**src/rtl/arm7_pkg.sv**
```systemverilog
`default_nettype none
// ============================================================================
// Module      : arm7_pkg
// Description : Shared types and constants for the ARM7 front end: word
//               width, PC increment, fetch FSM states and the prefetch
//               queue entry layout.
// Revision    : 1.0 - initial release
// ============================================================================
package arm7_pkg;

  localparam int unsigned       WORD_W  = 32;
  localparam logic [WORD_W-1:0] PC_STEP = 32'd4;

  // IDLE: nothing outstanding; WAIT: fetch outstanding, data wanted;
  // DROP: fetch outstanding, data to be discarded (redirected meanwhile).
  typedef enum logic [1:0] {
    IDLE = 2'd0,
    WAIT = 2'd1,
    DROP = 2'd2
  } fetch_state_e;

  typedef struct packed {
    logic [WORD_W-1:0] instr;
    logic [WORD_W-1:0] pc;
  } fetch_entry_t;

endpackage
`default_nettype wire

```
**src/rtl/fetch_queue.sv**
```systemverilog
`default_nettype none
// ============================================================================
// Module      : fetch_queue
// Description : Circular prefetch buffer between instruction memory and
//               decode. Push and pop may occur together in any state,
//               including full; flush empties the buffer and wins over both.
// Ports       : clk, reset     - clock, asynchronous active-high reset
//               push_i/entry_i - write one fetched entry at the tail
//               pop_i          - retire the head entry
//               flush_i        - discard all contents
//               head_o         - head entry (storage word at read pointer)
//               empty_o        - no entries held
//               count_o        - number of entries held (0..DEPTH)
// Revision    : 1.0 - initial release
// ============================================================================
module fetch_queue
  import arm7_pkg::*;
#(
  parameter int unsigned DEPTH = 2
) (
  input  logic                         clk,
  input  logic                         reset,
  input  logic                         push_i,
  input  fetch_entry_t                 entry_i,
  input  logic                         pop_i,
  input  logic                         flush_i,
  output fetch_entry_t                 head_o,
  output logic                         empty_o,
  output logic [$clog2(DEPTH+1)-1:0]   count_o
);

  localparam int unsigned      PTR_W = (DEPTH > 1) ? $clog2(DEPTH) : 1;
  localparam int unsigned      CNT_W = $clog2(DEPTH + 1);
  localparam logic [PTR_W-1:0] LAST  = PTR_W'(DEPTH - 1);

  fetch_entry_t     mem_q [DEPTH];
  logic [PTR_W-1:0] rd_ptr_q, rd_ptr_d;
  logic [PTR_W-1:0] wr_ptr_q, wr_ptr_d;
  logic [CNT_W-1:0] count_q,  count_d;

  // DEPTH need not be a power of two, so pointers wrap explicitly.
  function automatic logic [PTR_W-1:0] ptr_inc(input logic [PTR_W-1:0] p);
    return (p == LAST) ? '0 : p + 1'b1;
  endfunction

  always_comb begin
    rd_ptr_d = rd_ptr_q;
    wr_ptr_d = wr_ptr_q;
    count_d  = count_q;
    if (flush_i) begin
      rd_ptr_d = '0;
      wr_ptr_d = '0;
      count_d  = '0;
    end else begin
      if (push_i) wr_ptr_d = ptr_inc(wr_ptr_q);
      if (pop_i)  rd_ptr_d = ptr_inc(rd_ptr_q);
      if (push_i && !pop_i)      count_d = count_q + 1'b1;
      else if (!push_i && pop_i) count_d = count_q - 1'b1;
    end
  end

  always_ff @(posedge clk or posedge reset) begin
    if (reset) begin
      rd_ptr_q <= '0;
      wr_ptr_q <= '0;
      count_q  <= '0;
      for (int i = 0; i < DEPTH; i++) mem_q[i] <= '0;
    end else begin
      rd_ptr_q <= rd_ptr_d;
      wr_ptr_q <= wr_ptr_d;
      count_q  <= count_d;
      if (push_i && !flush_i) mem_q[wr_ptr_q] <= entry_i;
    end
  end

  assign head_o  = mem_q[rd_ptr_q];
  assign empty_o = (count_q == '0);
  assign count_o = count_q;

endmodule
`default_nettype wire

```
**src/rtl/instruction_fetch.sv**
```systemverilog
`default_nettype none
// ============================================================================
// Module      : instruction_fetch
// Description : ARM7 fetch stage. Issues word fetches at the architectural
//               PC, advances the PC in the register file, buffers returned
//               words in a prefetch queue for decode, and redirects on a
//               taken branch from execute.
// Ports       : clk, reset                  - clock, async active-high reset
//               pc / pc_update / pc_write   - register-file PC read/write
//               imem_req/addr/ack/rdata     - instruction memory handshake
//               branch_taken/branch_target  - redirect from execute
//               instr/instr_pc/instr_valid/instr_ready - decode handshake
// Revision    : 1.0 - initial release
// ============================================================================
module instruction_fetch
  import arm7_pkg::*;
#(
  parameter int unsigned DEPTH = 2
) (
  input  logic              clk,
  input  logic              reset,
  input  logic [WORD_W-1:0] pc,
  output logic [WORD_W-1:0] pc_update,
  output logic              pc_write,
  output logic              imem_req,
  output logic [WORD_W-1:0] imem_addr,
  input  logic              imem_ack,
  input  logic [WORD_W-1:0] imem_rdata,
  input  logic              branch_taken,
  input  logic [WORD_W-1:0] branch_target,
  output logic [WORD_W-1:0] instr,
  output logic [WORD_W-1:0] instr_pc,
  output logic              instr_valid,
  input  logic              instr_ready
);

  localparam int unsigned CNT_W = $clog2(DEPTH + 1);

  fetch_state_e      state_q, state_d;
  logic              req_q;
  logic [WORD_W-1:0] addr_q;

  fetch_entry_t      q_head;
  fetch_entry_t      q_entry;
  logic              q_empty;
  logic [CNT_W-1:0]  q_count;

  logic              do_pop;
  logic              do_push;
  logic              do_issue;
  logic              room;

  assign do_pop = instr_valid & instr_ready;

  // An outstanding WAIT fetch already owns a slot, so a new fetch is only
  // issued when the queue can absorb it on top of everything in flight.
  assign room = (32'(q_count) + 32'(state_q == WAIT) - 32'(do_pop)) < DEPTH;

  assign do_issue = !branch_taken && room &&
                    ((state_q == IDLE) || ((state_q == WAIT) && imem_ack));

  assign do_push  = (state_q == WAIT) && imem_ack && !branch_taken;

  assign pc_write  = !reset && (branch_taken || do_issue);
  assign pc_update = branch_taken ? branch_target : pc + PC_STEP;

  always_comb begin
    state_d = state_q;
    case (state_q)
      IDLE: begin
        if (do_issue) state_d = WAIT;
      end
      WAIT: begin
        if (branch_taken)  state_d = imem_ack ? IDLE : DROP;
        else if (imem_ack) state_d = do_issue ? WAIT : IDLE;
      end
      DROP: begin
        if (imem_ack) state_d = IDLE;
      end
      default: state_d = IDLE;
    endcase
  end

  always_ff @(posedge clk or posedge reset) begin
    if (reset) begin
      state_q <= IDLE;
      req_q   <= 1'b0;
      addr_q  <= '0;
    end else begin
      state_q <= state_d;
      req_q   <= (state_d != IDLE);
      if (do_issue) addr_q <= pc;
    end
  end

  assign imem_req  = req_q;
  assign imem_addr = addr_q;

  assign q_entry = '{instr: imem_rdata, pc: addr_q};

  fetch_queue #(
    .DEPTH (DEPTH)
  ) u_fetch_queue (
    .clk     (clk),
    .reset   (reset),
    .push_i  (do_push),
    .entry_i (q_entry),
    .pop_i   (do_pop && !branch_taken),
    .flush_i (branch_taken),
    .head_o  (q_head),
    .empty_o (q_empty),
    .count_o (q_count)
  );

  assign instr_valid = !q_empty;
  assign instr       = q_head.instr;
  assign instr_pc    = q_head.pc;

endmodule
`default_nettype wire

```
**config.mk**
```make
export PLATFORM = sky130hd
export DESIGN_NAME = instruction_fetch
export DESIGN_NICKNAME = d
export VERILOG_FILES = /design/src/rtl/arm7_pkg.sv /design/src/rtl/fetch_queue.sv /design/src/rtl/instruction_fetch.sv
export SDC_FILE = /design/constraint.sdc
export NUM_CORES = 1
export LEC_CHECK = 0
export ABC_AREA = 1
export BUFFER_PORTS_ARGS = -buffer_cell sky130_fd_sc_hd__buf_2
export CORE_AREA = 4 4 183 185
export CTS_BUF_LIST = sky130_fd_sc_hd__clkbuf_8
export CTS_CLUSTER_SIZE = 28
export DETAILED_ROUTE_END_ITERATION = 7
export DIE_AREA = 0 0 187 189
export PLACE_DENSITY = 0.48
export SKIP_LAST_GASP = 1
export SLEW_MARGIN = 25
export SYNTH_ARGS = -nofsm -noshare
export SYNTH_HDL_FRONTEND = slang
export SYNTH_SLANG_ARGS = --single-unit
export TNS_END_PERCENT = 50
```
**constraint.sdc**
```tcl
create_clock -name clk -period 5.3 [get_ports clk]
set_input_delay 0.53 -clock clk [delete_from_list [all_inputs] [get_ports clk]]
set_output_delay 0.53 -clock clk [all_outputs]
set_load 0.02 [all_outputs]
```
# ---- After elaboration in Yosys (flattened, before gate mapping)
# Index checks and enable logic that the tools add are counted.
dict set report classes {
  reduce_logical 23
  mux 23
  n_addsub 7
  order_cmp 4
  bitwise_logic 3
  n_eq_ne 2
}
# operator count
set ops {}
lappend ops {{64-bit 2-to-1 mux} 4}
lappend ops {{128-bit bitwise mux} 1}
lappend ops {{64-bit demux with 1-bit select} 1}
lappend ops {{32-bit by 3-bit adder with 32-bit output (second input constant)} 1}
lappend ops {{32-bit by 2-bit < comparator with 1-bit output (second input constant)} 1}
lappend ops {{32-bit 2-to-1 mux} 1}
lappend ops {{2-bit 2-to-1 mux} 8}
lappend ops {{1-bit logical AND} 10}
lappend ops {{1-bit 2-to-1 mux} 7}
lappend ops {{2-bit one-hot mux with 3 select lines} 1}
lappend ops {{2-bit nonzero test} 3}
lappend ops {{1-bit zero test} 5}
lappend ops {{2-bit >= comparator (second input constant)} 2}
lappend ops {{2-bit zero test} 2}
lappend ops {{1-bit inverter with 2-bit output} 2}
lappend ops {{3-bit by 1-bit subtractor with 4-bit output} 1}
lappend ops {{2-bit by 1-bit adder with 3-bit output} 1}
lappend ops {{3-bit nonzero test} 1}
lappend ops {{1-bit adder (second input constant)} 2}
lappend ops {{2-bit by 1-bit adder with 2-bit output (second input constant)} 1}
lappend ops {{2-bit by 1-bit == test with 1-bit output (second input constant)} 1}
lappend ops {{2-bit == test (second input constant)} 1}
lappend ops {{1-bit logical OR} 2}
lappend ops {{2-bit by 1-bit < comparator with 1-bit output (second input constant)} 1}
lappend ops {{other kinds (2)} 2}
dict set report totals {
  regBits 167
  out_inout_bits 131
  word_cells 72
  in_bits 101
}

# ---- Depth between registers and ports, before layout
dict set report logic_depth {
  depth_word 12
  mapped_depth 14
  ltp_nobuf 13
}

# ---- Hierarchy
# A second synthesis with hierarchy kept.
dict set report unflattened {
  cells_unflattened 1034
  hier_area_um2 9006.1
}
# module seq_area_each_um2 area_per_inst_um2 n_inst cells_each
set modules_own_cells {}
lappend modules_own_cells {fetch_queue 3303.2 6302.3 1 578}
lappend modules_own_cells {instruction_fetch 875.8 2703.8 1 456}

# ---- Least setup slack after synthesis
# No wires, ideal clock.
dict set report synth_path {
  path_kind {input -> output}
  from {input instr_ready}
  to {output pc_write}
  arrival_ps 2719
  t_required_ps 4770
  slack_ps 2051
  cell_stages 10
  n_path_buf 1
  cell_sequence {inv_1 > nor2_1 > ha_1 > or2_1 > inv_1 > fa_1 > nor3_2 > nand3_2 > clkbuf_1 > a21oi_1}
}
dict set report synth_between {
  elab_chain_len 7
}
# element line_no
set synth_rtl {}
lappend synth_rtl {{start: declaration} instruction_fetch.sv:34} ;# input logic instr_ready
lappend synth_rtl {{1-bit AND} instruction_fetch.sv:53} ;# assign do_pop = instr_valid & instr_ready;
lappend synth_rtl {{3-bit by 1-bit subtractor with 4-bit output} instruction_fetch.sv:57} ;# assign room = (32'(q_count) + 32'(state_q == WAIT) - 32'(do_pop)) < DEPTH;
lappend synth_rtl {{32-bit by 2-bit < comparator with 1-bit output} instruction_fetch.sv:57}
lappend synth_rtl {{1-bit logical AND (2 in a row)} instruction_fetch.sv:59} ;# assign do_issue = !branch_taken && room &&
lappend synth_rtl {{1-bit logical OR} instruction_fetch.sv:64} ;# assign pc_write = !reset && (branch_taken || do_issue);
lappend synth_rtl {{1-bit logical AND} instruction_fetch.sv:64}
lappend synth_rtl {{end: declaration} instruction_fetch.sv:24} ;# output logic pc_write,
# Every way passes these cells.

# ---- Final worst setup path
dict set report layout_path {
  from {register u_fetch_queue.count_q[1] (netlist: u_fetch_queue.count_o[1])}
  to {output pc_write}
}
dict set report layout_between {
  elab_chain_len 9
  elab_cells_between_ends 10
  classes_between {2 x add/sub; 1 x order compare; 1 x bitwise; 6 x reduce/logical}
}
# element line_no
set layout_rtl {}
lappend layout_rtl {{start: declaration} fetch_queue.sv:39} ;# logic [CNT_W-1:0] count_q, count_d;
lappend layout_rtl {{start signal: assignment} fetch_queue.sv:71} ;# count_q <= count_d;
lappend layout_rtl {{2-bit zero test} fetch_queue.sv:77} ;# assign empty_o = (count_q == '0);
lappend layout_rtl {{1-bit zero test} instruction_fetch.sv:115} ;# assign instr_valid = !q_empty;
lappend layout_rtl {{1-bit AND} instruction_fetch.sv:53}
lappend layout_rtl {{3-bit by 1-bit subtractor with 4-bit output *} instruction_fetch.sv:57}
lappend layout_rtl {{32-bit by 2-bit < comparator with 1-bit output *} instruction_fetch.sv:57}
lappend layout_rtl {{1-bit logical AND * (2 in a row)} instruction_fetch.sv:59}
lappend layout_rtl {{1-bit logical OR *} instruction_fetch.sv:64}
lappend layout_rtl {{1-bit logical AND *} instruction_fetch.sv:64}
# Mark *: on every way between the ends. The rest lies on a longest branch, timed or not.

==> run metrics <==
Clk pwr share=19.7%; Antenna diodes=0; core region area=32,000 um2; std cell rows=66; Post-synth top cells=sky130_fd_sc_hd__nand2_1 (416), sky130_fd_sc_hd__dfrtp_1 (167), sky130_fd_sc_hd__o21ai_0 (121); Worst Skew=0.00941 ns; sequential fraction of design power=37.8%; P&R area growth vs syn=22.3%; source of the worst register-to-register timing path=u_fetch_queue.count_o[1]$_DFFE_PP0P_; final standard cell utilization of the core=32.5%; source-to-sink clock delay at the later pin of the worst-skew pair=0.46 ns; post-layout minimum cycle time=3.98 ns; Critical Setup Path Class=register to output pin; via count of the first global-routing pass=7,774; Inst Count DP=1,750; Fill cells=3,583; crit share post-route=75.2%; effective utilization at floorplan=26.6%; vertical extent of the die=189 um; critical path arrival=3.45 ns; class of the worst hold path=primary input to async pin; net switching component of the power=2390 uW; number of hold buffers added after CTS=0; Synth Warn #=0; Clk pin slew, worst setup/hold paths=0.09 ns; Main synth FF type=sky130_fd_sc_hd__dfrtp_1; clock tree from TritonCTS=built; fraction of final layout cells with drive strength greater than 1=20.7%; maximum clock insertion buffer count=2; H-tree level count=4; leakage=0.00558 uW; Max Cap Viol=0; post-synthesis register bit count=167; global-route wire length before repair=43,800 um; count of input and output buffers=231; tightest hold margin=0.222 ns; Post-Route Setup TNS=0 ns; count of cells along the worst register-to-register path=10; sequential standard cell area=4180 um2; reg-to-reg slack, setup=2.36 ns; Congestion Overflow GR=0; x dimension of the die=187 um; ports placed on the boundary=232; worst rel slew slack=39.2%; Inserted Clock Buffers=17; post-layout net count=1,466; # DRC=0; area of combinational cells with multiple inputs=3540 um2; Detailed Routing Iterations Pass 1=4; Starting DRT DRC Count=482; total count of max-transition violations in the final report=0; Avg Inst Size Synth=7.33 um2; post-detailed-placement half-perimeter wirelength=19,900 um; capture instance of the worst register-to-register path=imem_addr[4]$_DFFE_PP0P_; Synth top area share=49.1%; number of standard cells in the layout, taps in and fillers out=1,780; maximum vdd ir drop=0.155 mV; highest achievable clock rate=251 MHz; top post-synthesis cells by area=sky130_fd_sc_hd__dfrtp_1 (49%), sky130_fd_sc_hd__nand2_1 (18%), sky130_fd_sc_hd__o21ai_0 (7.1%); final-report setup violation count=0; most instantiated library cell after synthesis=sky130_fd_sc_hd__nand2_1; clk sinks=167; total wire length=27,400 um; post-cts sizing count=0; Mapped Cells=1,161; overall global routing resource usage=15.5%; antenna violations before repair=0; post-detailed-route wirelength per cell=15.4 um; power per cell area=527 nW/um2; part of the Yosys area used for sequential elements=49.1%; type of element launching the critical path=register; transition time at the pin with the least slew margin=0.913 ns; setup repair after global routing missed its margin=false; number of post-CTS setup repair buffers=0; peak fanout along the critical path=65; Die Outline Area=35,300 um2; internal power=3090 uW; Synthesized Nets=1,266; number of flops mapped to enable cells by yosys=0; root buf cell=sky130_fd_sc_hd__clkbuf_8; hold violation total from the final report=0; Via density=4.48; part of the total power dissipated in combinational logic=42.5%; antenna viol nets, final=0; fraction of synthesis flops using an asynchronous set or reset pin=100%; final weighted congestion in routability-driven placement=0.885; cell area after synthesis=8510 um2; kind of capture point of the worst setup path=output pin; switching share of total power=43.7%; data required time of the worst path=4.77 ns; largest net degree at the start of global routing=91; status=finished clean; total via count in the routed design=7,968; Synth cell types=30; leading area contributor after synthesis=sky130_fd_sc_hd__dfrtp_1
[cells in the final DEF (no fill, tap or decap), types with 4 or more instances in the layout]
cell	count
sky130_fd_sc_hd__buf_2	231
sky130_fd_sc_hd__nand2_1	415
sky130_fd_sc_hd__o21a_1	7
sky130_fd_sc_hd__nand4_1	5
sky130_fd_sc_hd__o21ai_0	121
sky130_fd_sc_hd__nand3_1	36
sky130_fd_sc_hd__inv_1	116
sky130_fd_sc_hd__o21ai_1	36
sky130_fd_sc_hd__inv_2	4
sky130_fd_sc_hd__bufinv_16	5
sky130_fd_sc_hd__xor2_1	5
sky130_fd_sc_hd__nor2_1	111
sky130_fd_sc_hd__dfrtp_1	166
sky130_fd_sc_hd__a21oi_1	56
sky130_fd_sc_hd__buf_4	10
sky130_fd_sc_hd__a31oi_1	5
sky130_fd_sc_hd__clkbuf_8	19
[flip-flops by register name, indices dropped and copies added, names as in the netlist]
register	count
u_fetch_queue.mem_q	128
imem_addr	32
state_q	2
u_fetch_queue.count_o	2
imem_req	1
u_fetch_queue.rd_ptr_q	1
u_fetch_queue.wr_ptr_q	1
[power groups by stage]
stage	clock network (uW)	registers [uW]	logic, uW
2_1_floorplan	0	2140	1470
3_3_place_gp	0	2100	2340
3_5_place_dp	0	2110	2380
4_1_cts	1120	2080	2380
5_1_grt	1170	2140	2620
6_report	1080	2070	2330
[metal layers]
layer | share of wire [%] | track usage, %
met4 | 1.8 | 4.61
met1 | 48 | 22.0
met5 | 0 | 0
met2 | 43 | 23.5
met3 | 6.3 | 3.95
[area by class of cell]
| type | instances | area share [%] |
|---|---|---|
| well taps | 408 | 4.91 |
| inverters | 120 | 4.38 |
| multi-input cells | 813 | 34.1 |
| clock buffers | 19 | 2.51 |
| clock inverters | 11 | 1.91 |
| flip-flops and latches | 167 | 40.2 |
| repair buffers | 242 | 12.0 |
[stage by stage]
stage	cell area (um2)	worst slack [ns]	total power, uW
final	10400	1.32	5480
after CTS	10400	1.24	5580
after global routing	10400	0.965	5930
after global placement	9940	1.69	4440
after detailed placement	9940	1.67	4490
after floorplan	8510	0.252	3620
[worst max path at each step]
| stage | start | endpoint | slack [ns] | cells after the start |
|---|---|---|---|---|
| after floorplan | reset | imem_addr[0]$_DFFE_PP0P_ | 0.25 | 1 |
| after global placement | instr_ready | pc_write | 1.69 | 12 |
| after detailed placement | instr_ready | pc_write | 1.67 | 12 |
| after CTS | u_fetch_queue.count_o[1]$_DFFE_PP0P_ | pc_write | 1.24 | 11 |
| after global routing | u_fetch_queue.count_o[1]$_DFFE_PP0P_ | pc_write | 0.96 | 11 |
| final | u_fetch_queue.count_o[1]$_DFFE_PP0P_ | pc_write | 1.32 | 11 |
[cells by family after synthesis]
| family | Yosys count | synth area share (%) |
|---|---|---|
| buffers and inverters | 181 | 9.31 |
| adders and majority gates | 4 | 0.677 |
| DFF | 167 | 49.1 |
| and+or+nand+nor | 576 | 26.6 |
| AOI/OAI and AO/OA | 228 | 13.8 |
| xor gates and xnor gates | 5 | 0.515 |
[critical path, cell delays in order, from the launching register on]
cell,delay [ns]
sky130_fd_sc_hd__dfrtp_1,0.44
sky130_fd_sc_hd__nor2_1,0.08
sky130_fd_sc_hd__nor2_1,0.29
sky130_fd_sc_hd__ha_1,0.30
sky130_fd_sc_hd__or2_1,0.25
sky130_fd_sc_hd__inv_1,0.09
sky130_fd_sc_hd__fa_1,0.44
sky130_fd_sc_hd__nor3_2,0.29
sky130_fd_sc_hd__nand3_2,0.08
sky130_fd_sc_hd__buf_4,0.31
sky130_fd_sc_hd__a21oi_1,0.21
sky130_fd_sc_hd__buf_2,0.19
Power figures use the tool's default switching activity.
